File: config.mk
export PLATFORM = sky130hd
export DESIGN_NAME = mul_div_unit
export DESIGN_NICKNAME = d
export VERILOG_FILES = /design/src/rtl/mdu_pkg.sv /design/src/rtl/mdu_step.sv /design/src/rtl/mul_div_unit.sv
export SDC_FILE = /design/constraint.sdc
export NUM_CORES = 1
export LEC_CHECK = 0
export BUFFER_PORTS_ARGS = -buffer_cell sky130_fd_sc_hd__buf_2
export CAP_MARGIN = 15
export CORE_AREA = 3 3 145 147
export CTS_BUF_LIST = sky130_fd_sc_hd__clkbuf_2
export DETAILED_ROUTE_END_ITERATION = 6
export DIE_AREA = 0 0 148 150
export HOLD_SLACK_MARGIN = 0.03
export PLACE_DENSITY = 0.79
export SKIP_LAST_GASP = 1
export SYNTH_ARGS = -nofsm -noshare
export SYNTH_HDL_FRONTEND = slang
export SYNTH_HIERARCHICAL = 1
export SYNTH_SLANG_ARGS = --single-unit
export TNS_END_PERCENT = 5
File: constraint.sdc
create_clock -name Clock -period 4.45 [get_ports Clock]
set_input_delay 0.2225 -clock Clock [delete_from_list [all_inputs] [get_ports Clock]]
set_output_delay 0.2225 -clock Clock [all_outputs]
set_load 0.02 [all_outputs]
File: src/rtl/mdu_pkg.sv
// Shared encodings and helpers for the iterative multiply/divide unit.
package mdu_pkg;

    typedef enum logic [1:0] {
        OP_MUL  = 2'b00,
        OP_MULH = 2'b01,
        OP_DIVU = 2'b10,
        OP_REMU = 2'b11
    } op_e;

    typedef enum logic [1:0] {
        S_IDLE = 2'b00,
        S_CALC = 2'b01,
        S_DONE = 2'b10
    } state_e;

    function automatic int unsigned cnt_width(input int unsigned width);
        return (width > 1) ? $clog2(width) : 1;
    endfunction

endpackage

File: src/rtl/mdu_step.sv
// One radix-2 iteration: shift-add multiply step or restoring divide step.
module mdu_step #(
    parameter int unsigned WIDTH = 32
) (
    input  logic             is_div,
    input  logic [WIDTH-1:0] acc_hi,
    input  logic [WIDTH-1:0] acc_lo,
    input  logic [WIDTH-1:0] operand,
    output logic [WIDTH-1:0] next_hi,
    output logic [WIDTH-1:0] next_lo
);

    logic [WIDTH:0] sum;
    logic [WIDTH:0] shifted;
    logic [WIDTH:0] diff;

    always_comb begin
        sum     = {1'b0, acc_hi} + (acc_lo[0] ? {1'b0, operand} : '0);
        shifted = {acc_hi, acc_lo[WIDTH-1]};
        diff    = shifted - {1'b0, operand};
        next_hi = '0;
        next_lo = '0;
        if (is_div) begin
            // shifted < 2*divisor, so a non-negative diff always fits WIDTH bits
            if (!diff[WIDTH]) begin
                next_hi = diff[WIDTH-1:0];
                next_lo = {acc_lo[WIDTH-2:0], 1'b1};
            end else begin
                next_hi = shifted[WIDTH-1:0];
                next_lo = {acc_lo[WIDTH-2:0], 1'b0};
            end
        end else begin
            next_hi = sum[WIDTH:1];
            next_lo = {sum[0], acc_lo[WIDTH-1:1]};
        end
    end

endmodule

File: src/rtl/mul_div_unit.sv
// Iterative unsigned MUL/MULH/DIVU/REMU unit with tagged result for write-back.
module mul_div_unit
    import mdu_pkg::*;
#(
    parameter int unsigned WIDTH = 32,
    parameter int unsigned TAG_W = 4
) (
    input  logic             Clock,
    input  logic             Reset,
    input  logic             Start,
    input  logic [1:0]       Op,
    input  logic [WIDTH-1:0] Source1,
    input  logic [WIDTH-1:0] Source2,
    input  logic [TAG_W-1:0] Destination,
    output logic             Busy,
    output logic             Done,
    output logic [WIDTH-1:0] Result,
    output logic [TAG_W-1:0] Result_Dest,
    output logic             Div_By_Zero
);

    localparam int unsigned CNT_W = cnt_width(WIDTH);

    state_e             state, state_nxt;
    op_e                op_q;
    logic [TAG_W-1:0]   dest_q;
    logic [WIDTH-1:0]   operand_q, acc_hi, acc_lo;
    logic [WIDTH-1:0]   step_hi, step_lo, calc_result;
    logic [CNT_W-1:0]   count;
    logic [WIDTH-1:0]   result_q;
    logic [TAG_W-1:0]   result_dest_q;
    logic               dbz_q;
    logic               accept, dbz_in, is_div;

    assign accept = Start && (state != S_CALC);
    assign dbz_in = Op[1] && (Source2 == '0);
    assign is_div = (op_q == OP_DIVU) || (op_q == OP_REMU);

    mdu_step #(.WIDTH(WIDTH)) u_step (
        .is_div  (is_div),
        .acc_hi  (acc_hi),
        .acc_lo  (acc_lo),
        .operand (operand_q),
        .next_hi (step_hi),
        .next_lo (step_lo)
    );

    always_ff @(posedge Clock) begin
        if (Reset) state <= S_IDLE;
        else       state <= state_nxt;
    end

    always_comb begin
        state_nxt = state;
        case (state)
            S_IDLE:  if (Start) state_nxt = dbz_in ? S_DONE : S_CALC;
            S_CALC:  if (count == '0) state_nxt = S_DONE;
            S_DONE:  state_nxt = Start ? (dbz_in ? S_DONE : S_CALC) : S_IDLE;
            default: state_nxt = S_IDLE;
        endcase
    end

    always_comb begin
        calc_result = step_lo;
        if (op_q == OP_MULH || op_q == OP_REMU) calc_result = step_hi;
    end

    always_ff @(posedge Clock) begin
        if (Reset) begin
            op_q          <= OP_MUL;
            dest_q        <= '0;
            operand_q     <= '0;
            acc_hi        <= '0;
            acc_lo        <= '0;
            count         <= '0;
            result_q      <= '0;
            result_dest_q <= '0;
            dbz_q         <= 1'b0;
        end else if (accept) begin
            // multiply: acc_lo holds the multiplier; divide: acc_lo holds the dividend
            op_q      <= op_e'(Op);
            dest_q    <= Destination;
            operand_q <= Op[1] ? Source2 : Source1;
            acc_hi    <= '0;
            acc_lo    <= Op[1] ? Source1 : Source2;
            count     <= CNT_W'(WIDTH - 1);
            if (dbz_in) begin
                result_q      <= (Op == OP_REMU) ? Source1 : '1;
                result_dest_q <= Destination;
                dbz_q         <= 1'b1;
            end
        end else if (state == S_CALC) begin
            acc_hi <= step_hi;
            acc_lo <= step_lo;
            count  <= count - 1'b1;
            if (count == '0) begin
                result_q      <= calc_result;
                result_dest_q <= dest_q;
                dbz_q         <= 1'b0;
            end
        end
    end

    assign Busy        = (state == S_CALC);
    assign Done        = (state == S_DONE);
    assign Result      = result_q;
    assign Result_Dest = result_dest_q;
    assign Div_By_Zero = dbz_q;

endmodule

==> impl_metrics.yaml, run 1 <==
yosys:
  syn_nets: 1632
  synth_ff_type: "dfxtp_1"
  syn_area_per_cell_um2: 7.85
  synth_seq_cells: 146
  syn-instance-count: 1491
  syn-cell-area_um2: 11700
  synth-edff-count: 0
  ys_seq_area_share_pct: 25.0
  async_reset_ff_share_pct: 0
  ys_warn_count: 6
  synth_cell_types: 63
power_and_ir_drop:
  p_leak_uw: 0.00612
  p_clk_share_pct: 24.9
  p_comb_share_pct: 33.8
  power_switching_share_pct: 39.3
  p_per_area_nw_per_um2: 265
  power_uw: 3610
  internal-power_uw: 2190
  p_switching_uw: 1420
  vdd_drop_max_v: 0.000266
  p_seq_share_pct: 41.3
cells_and_area:
  fillers: 1577
  final_util_pct: 68.0
  final_layout_size_suffix_gt1_share_pct: 12.4
  mostFrequentLayoutCells: "mux2i_1, nor2_1, a21oi_1"
  area_delta_synth_final_pct: 16.4
  final_nets: 1777
  layout_commonest_cell: "mux2i_1"
detailed_routing:
  vias: 12400
  first_pass_iters: 5
  wl_per_cell_um: 20.6
  route.detailed.drc: 0
  first_iter_violations: 1410
  drt_wl_total_mm: 39.5
  ant_nets: 0
  vias_per_cell: 6.48
sta:
  tns_ns: 0
  fin_hold_ws_ns: 0.136
  slew_headroom_pct: 18.2
  setup_viol: 0
  finalHoldViolations: 0
  grt_setup_unrepaired: "yes"
  setup_ws_ns: 0.229
  final.period_utilization_pct: 94.9
  finalMaxSlewViolations: 0
  fmax_ghz: 0.237
  period_needed_ns: 4.22
  final.setup_skew_ns: 0.0545
  worst_slew_pin_slew_ns: 1.23
critical_path:
  required_ns: 5.14
  crit_type: "flop to flop"
  max_stage_delay_ns: 0.41
  cp-end-kind: "flop"
  cp.arrival_ns: 4.91
  slowest_stage: "o21ai_1"
  reg2reg_slack_ns: 0.23
  critPathMaxFanout: 23
  cp_top_family: "compound AO/OA/AOI/OAI gates"
  path_cells: "inv_1 -> ha_1 -> fa_1 -> inv_1 -> a21oi_1 -> o21ai_1 -> a21o_2 -> a21oi_2 -> nor4_1 -> or3_1 -> buf_6 -> mux2i_1 -> a21oi_1 -> mux2i_1 -> a211o_1 -> mux2i_1"
  cp_common_cell: "mux2i_1"
  r2r-start: "acc_lo[31]"
  worstRegToRegCells: 16
  start_kind: "flop"
  path_buf_inv: 3
  crit-reg2reg-capture: "Result[18]"
global_routing:
  grt_use_total_pct: 34.5
  grt_pass1_wl_mm: 62.1
  grt_pass1_vias: 12000
  grt_start_max_net_pins: 89
  overflow: 0
  antenna_found_initial: 3
clock_network:
  post_cts_buffers: 0
  clock_latency_ns: 0.77
  path_clk_slew_ns: 0.25
  cts-buffers-inserted: 17
  h-tree-depth: 4
  cts_tree: "done"
  cts-root-buf: "clkbuf_2"
  cts_buffer_depth: 2
  cts_sinks: 146
die:
  die_h_um: 150
  coreArea_um2: 20000
  die_w_um: 148
  initial_core_util_pct: 58.4
  pin_count: 112
  die_area_um2: 22200
  num_rows: 52
min_path:
  holdPathEnd: "acc_lo[8]"
  whs_path_depth: 5
  min_from: "Op[1]"
  hp-class: "input port to flop"
place:
  place.gp.congestion: 0.969
  io_buffers: 111
  dpl_worst_slack_ns: 0.173
  hpwl_mm: 25.3
status:
  outcome: "finished, final reports clean"
job:
  max_cap_violations: 0
[power by group through the flow]
stage / registers, uW / clock network [uW] / logic (uW)
floorplan: 1470 / 0 / 805
global placement: 1510 / 0 / 1050
detailed placement: 1510 / 0 / 1070
CTS: 1480 / 893 / 1150
global route: 1500 / 944 / 1310
finish: 1490 / 897 / 1220
[cell usage after synthesis, drive strengths merged, types with 30 or more instances]
master / instances / area share [%]
inv: 54 / 1.7
mux2i: 161 / 14
a21oi: 149 / 6.4
a21o: 30 / 1.9
nand2: 137 / 4.4
nor3: 42 / 1.8
nand2b: 38 / 2.0
and2: 38 / 2.0
buf: 36 / 1.8
dfxtp: 146 / 25
a211o: 33 / 2.5
ha: 66 / 7.1
nor2: 154 / 4.9
a211oi: 73 / 4.7
clkbuf: 72 / 2.3
mux2: 36 / 3.5
[final cells by class]
cell class | instances | area (um^2) | share of cell area (%)
Clock inverter | 15 | 185 | 1.36
Tap cell | 270 | 338 | 2.48
Clock buffer | 17 | 85.1 | 0.624
Timing Repair Buffer | 234 | 1770 | 13.0
Inverter | 54 | 203 | 1.49
Sequential cell | 146 | 2930 | 21.5
Antenna cell | 1 | 2.50 | 0.0184
Multi-Input combinational cell | 1183 | 8120 | 59.6
[state kept, by name, indices dropped and copies added, names as in the netlist]
name,count
Div_By_Zero,1
Result,32
Result_Dest,4
acc_hi,32
acc_lo,32
count,5
dest_q,4
op_q,2
operand_q,32
state,2
[how the worst max path moves through the flow]
stage	end	cells past startpoint	slack (ns)	from
2_1_floorplan	Result[17]	17	1.23	acc_lo[31]
3_3_place_gp	Result[0]	16	0.28	acc_lo[31]
3_5_place_dp	Result[19]	16	0.17	acc_lo[31]
4_1_cts	Result[18]	16	0.14	acc_lo[31]
5_1_grt	Result[29]	16	-0.05	acc_lo[0]
6_report	Result[18]	16	0.23	acc_lo[31]
[worst reg2reg max path: cells and delay by family, from the launching register on]
family                   cells  cell delay [ns]
AND/OR/NAND/NOR              2             0.74
adder cells (fa/ha/maj)      2             0.64
multiplexers                 3             0.40
AO/OA/AOI/OAI                6             1.45
flip-flops                   1             0.40
buffers and inverters        3             0.55
[routing by layer]
metal | share of wire (%) | GRT usage (%)
met1 | 41 | 46.3
met2 | 44 | 53.3
met3 | 11 | 9.18
met4 | 3.7 | 13.1
met5 | 0.061 | 0
[repair_timing]
item                                    4_1_cts  5_1_grt
hold buffers                                107        0
gates resized for setup                       0        2
endpoints found under the setup margin        0       25
hold endpoints to repair                    107        0
[kinds of logic after synthesis]
kind of cell	Yosys count	share of synthesized area, %
fa+ha+maj	68	7.39
compound gates	387	21.7
buf+inv	162	5.84
xor+xnor	54	4.04
simple gates	477	18.8
flops	146	25.0
mux	197	17.2
[stage by stage]
stage	instance area [um^2]	instances
global route	13600	1920
global placement	12300	1780
detailed placement	12300	1780
finish	13600	1920
CTS	13600	1919
floorplan	11700	1491
(Power assumes the default switching activity.)
==> run 2, diff against run 1 <==
- CORE_AREA: 3 3 145 147 -> 3 3 144 146
- DIE_AREA: 0 0 148 150 -> 0 0 147 149
- PLACE_DENSITY: 0.79 -> 0.8
==> run 2 against run 1 <==
  * Worst setup slack worse by 0.052 ns
  * Hold slack better by 0.11 ns
  * Die area down 1.3%
  * Non-clock buffer count up 3
  * Largest power group unchanged
  * Largest cell class unchanged
  * First-iteration DRC count up 9.6%
  * Register-to-register slack worse by 0.05 ns
  * Flip-flop and latch count unchanged
  * Wire length down 0.13%
  * Sequential share of layout area about the same
  * The flow now finishes with violations (design-rule violations)
  * Count of clock-buffer cells in the layout up 1
  * Final cell count down 0.10%
==> impl_metrics.yaml, run 2 (synthesized netlist as in run 1, its figures left out) <==
critical_path:
  cp_common_cell: "mux2i_1"
  cp-endpoint: "Result[17]"
  worstRegToRegCells: 16
  crit_type: "flop to flop"
  cp-end-kind: "flop"
  cp.arrival_ns: 4.99
  path_buf_inv: 3
  critPathMaxFanout: 23
  required_ns: 5.16
  reg2reg_slack_ns: 0.18
  slowest_stage: "fa_1"
  cp_num_cells: 16
  max_stage_delay_ns: 0.42
  cp-startpoint: "acc_lo[31]"
  path_cells: "inv_1 -> ha_1 -> fa_1 -> inv_1 -> a21oi_1 -> o21ai_0 -> a21o_2 -> a21oi_2 -> nor4_1 -> or3_4 -> buf_6 -> mux2i_1 -> mux2i_1 -> mux2i_1 -> a211o_1 -> mux2i_1"
  start_kind: "flop"
  r2r-start: "acc_lo[31]"
  cp_top_family: "compound AO/OA/AOI/OAI gates"
  crit-reg2reg-capture: "Result[17]"
detailed_routing:
  vias_per_cell: 6.51
  vias: 12500
  first_iter_violations: 1545
  route.detailed.drc: 10
  wl_per_cell_um: 20.6
  first_pass_iters: 7
  drt_wl_total_mm: 39.5
  ant_nets: 0
global_routing:
  overflow: 0
  antenna_found_initial: 1
  grt_use_total_pct: 35.2
  grt_pass1_vias: 11800
  grt_start_max_net_pins: 75
  grt_pass1_wl_mm: 62.4
job:
  max_cap_violations: 0
die:
  initial_core_util_pct: 60.0
  die_h_um: 149
  coreArea_um2: 19500
  die_area_um2: 21900
  die_w_um: 147
  pin_count: 112
  num_rows: 51
cells_and_area:
  design_area_um2: 13600
  mostFrequentLayoutCells: "mux2i_1, nor2_1, a21oi_1"
  fillers: 1471
  seq_area_um2: 2930
  multi_input_area_um2: 8130
  final_layout_size_suffix_gt1_share_pct: 12.5
  layout_commonest_cell: "mux2i_1"
  final_nets: 1780
  area_delta_synth_final_pct: 16.5
place:
  hpwl_mm: 24.9
  dpl-instance-area_um2: 12300
  io_buffers: 111
  place.gp.congestion: 0.975
sta:
  worst_slew_pin_slew_ns: 1.13
  fmax_ghz: 0.234
  final.setup_skew_ns: 0.0471
  setup_viol: 0
  finalMaxSlewViolations: 0
  final.period_utilization_pct: 96.0
  fin_hold_ws_ns: 0.242
  tns_ns: 0
  finalHoldViolations: 0
  grt_setup_unrepaired: "no"
  period_needed_ns: 4.27
  slew_headroom_pct: 24.9
clock_network:
  cts_sinks: 146
  cts_buffer_depth: 2
  cts_tree: "done"
  cts-root-buf: "clkbuf_2"
  post_cts_buffers: 0
  cts-buffers-inserted: 17
  h-tree-depth: 4
  path_clk_slew_ns: 0.26
  clock_latency_ns: 0.77
power_and_ir_drop:
  vdd_drop_max_v: 0.000229
  p_per_area_nw_per_um2: 261
  p_leak_uw: 0.00613
min_path:
  hp-class: "input port to flop"
  min_from: "Op[1]"
status:
  violations: "design-rule violations"
  outcome: "finished with violations"
-- run 2: cell count changes in the layout (fill, tap and decap cells not counted) --
| cell | previous run | this run |
|---|---|---|
| clkinv_4 | 0 | 3 |
| inv_8 | 5 | 2 |
| buf_4 | 16 | 18 |
| clkbuf_2 | 17 | 18 |
| dlygate4sd3_1 | 107 | 108 |
| inv_6 | 7 | 6 |
| o21ai_0 | 25 | 26 |
| o21ai_1 | 2 | 1 |
| or3_1 | 4 | 3 |
| or3_4 | 0 | 1 |
-- run 2: metrics by stage --
| step | total power, uW | utilization [%] | setup slack (ns) | cells |
|---|---|---|---|---|
| 2_1_floorplan | 2280 | - | 1.23 | 1491 |
| 5_1_grt | 3700 | 69.9 | 0.00865 | 1918 |
| 4_1_cts | 3480 | 69.8 | 0.0614 | 1917 |
| 6_report | 3560 | 69.9 | 0.177 | 1918 |
| 3_3_place_gp | 2540 | 62.9 | 0.202 | 1777 |
| 3_5_place_dp | 2560 | 62.9 | 0.117 | 1777 |
-- run 2: final cells by class --
cell class,instances,share of cell area (%)
diodes,1,0.0183
clock buffers,18,0.660
clock inverters,14,1.24
inverters,54,1.49
multi-input cells,1183,59.6
flip-flops and latches,146,21.5
well taps,265,2.43
repair buffers,237,13.1
-- run 2: power by group --
group          leakage, uW  internal [uW]  switching (uW)  total, uW
Sequential         0.00120           1390             106       1500
Clock             0.000155            283             577        860
Combinational      0.00478            506             695       1200
-- run 2: worst min path at each step --
stage                        endpoint  slack [ns]  cells past startpoint
final                     Div_By_Zero        0.24                      6
after global routing      Div_By_Zero        0.26                      6
after CTS                 Div_By_Zero        0.15                      6
after detailed placement    dest_q[0]        0.45                      2
after global placement      dest_q[0]        0.44                      2
after floorplan               op_q[0]        0.36                      2
-- run 2: what timing repair did --
action	4_1_cts	5_1_grt
setup endpoints to repair	0	24
endpoints found under the hold margin	109	0
hold buffers	108	0
gates resized for setup	0	2
-- run 2: tightest hold or removal path: stages --
cell,delay (ns)
buf_4,0.12
nor4b_1,0.15
nand4_1,0.18
nor3_2,0.10
a21oi_1,0.15
nor3_1,0.07
-- run 2: metal layers --
metal	part of all wire [%]	global-route usage, %	vias up
li1	-	-	5652
met1	41	47.7	5826
met2	44	54.4	855
met3	11	6.93	161
met4	4.3	16.0	0
met5	0	0	-
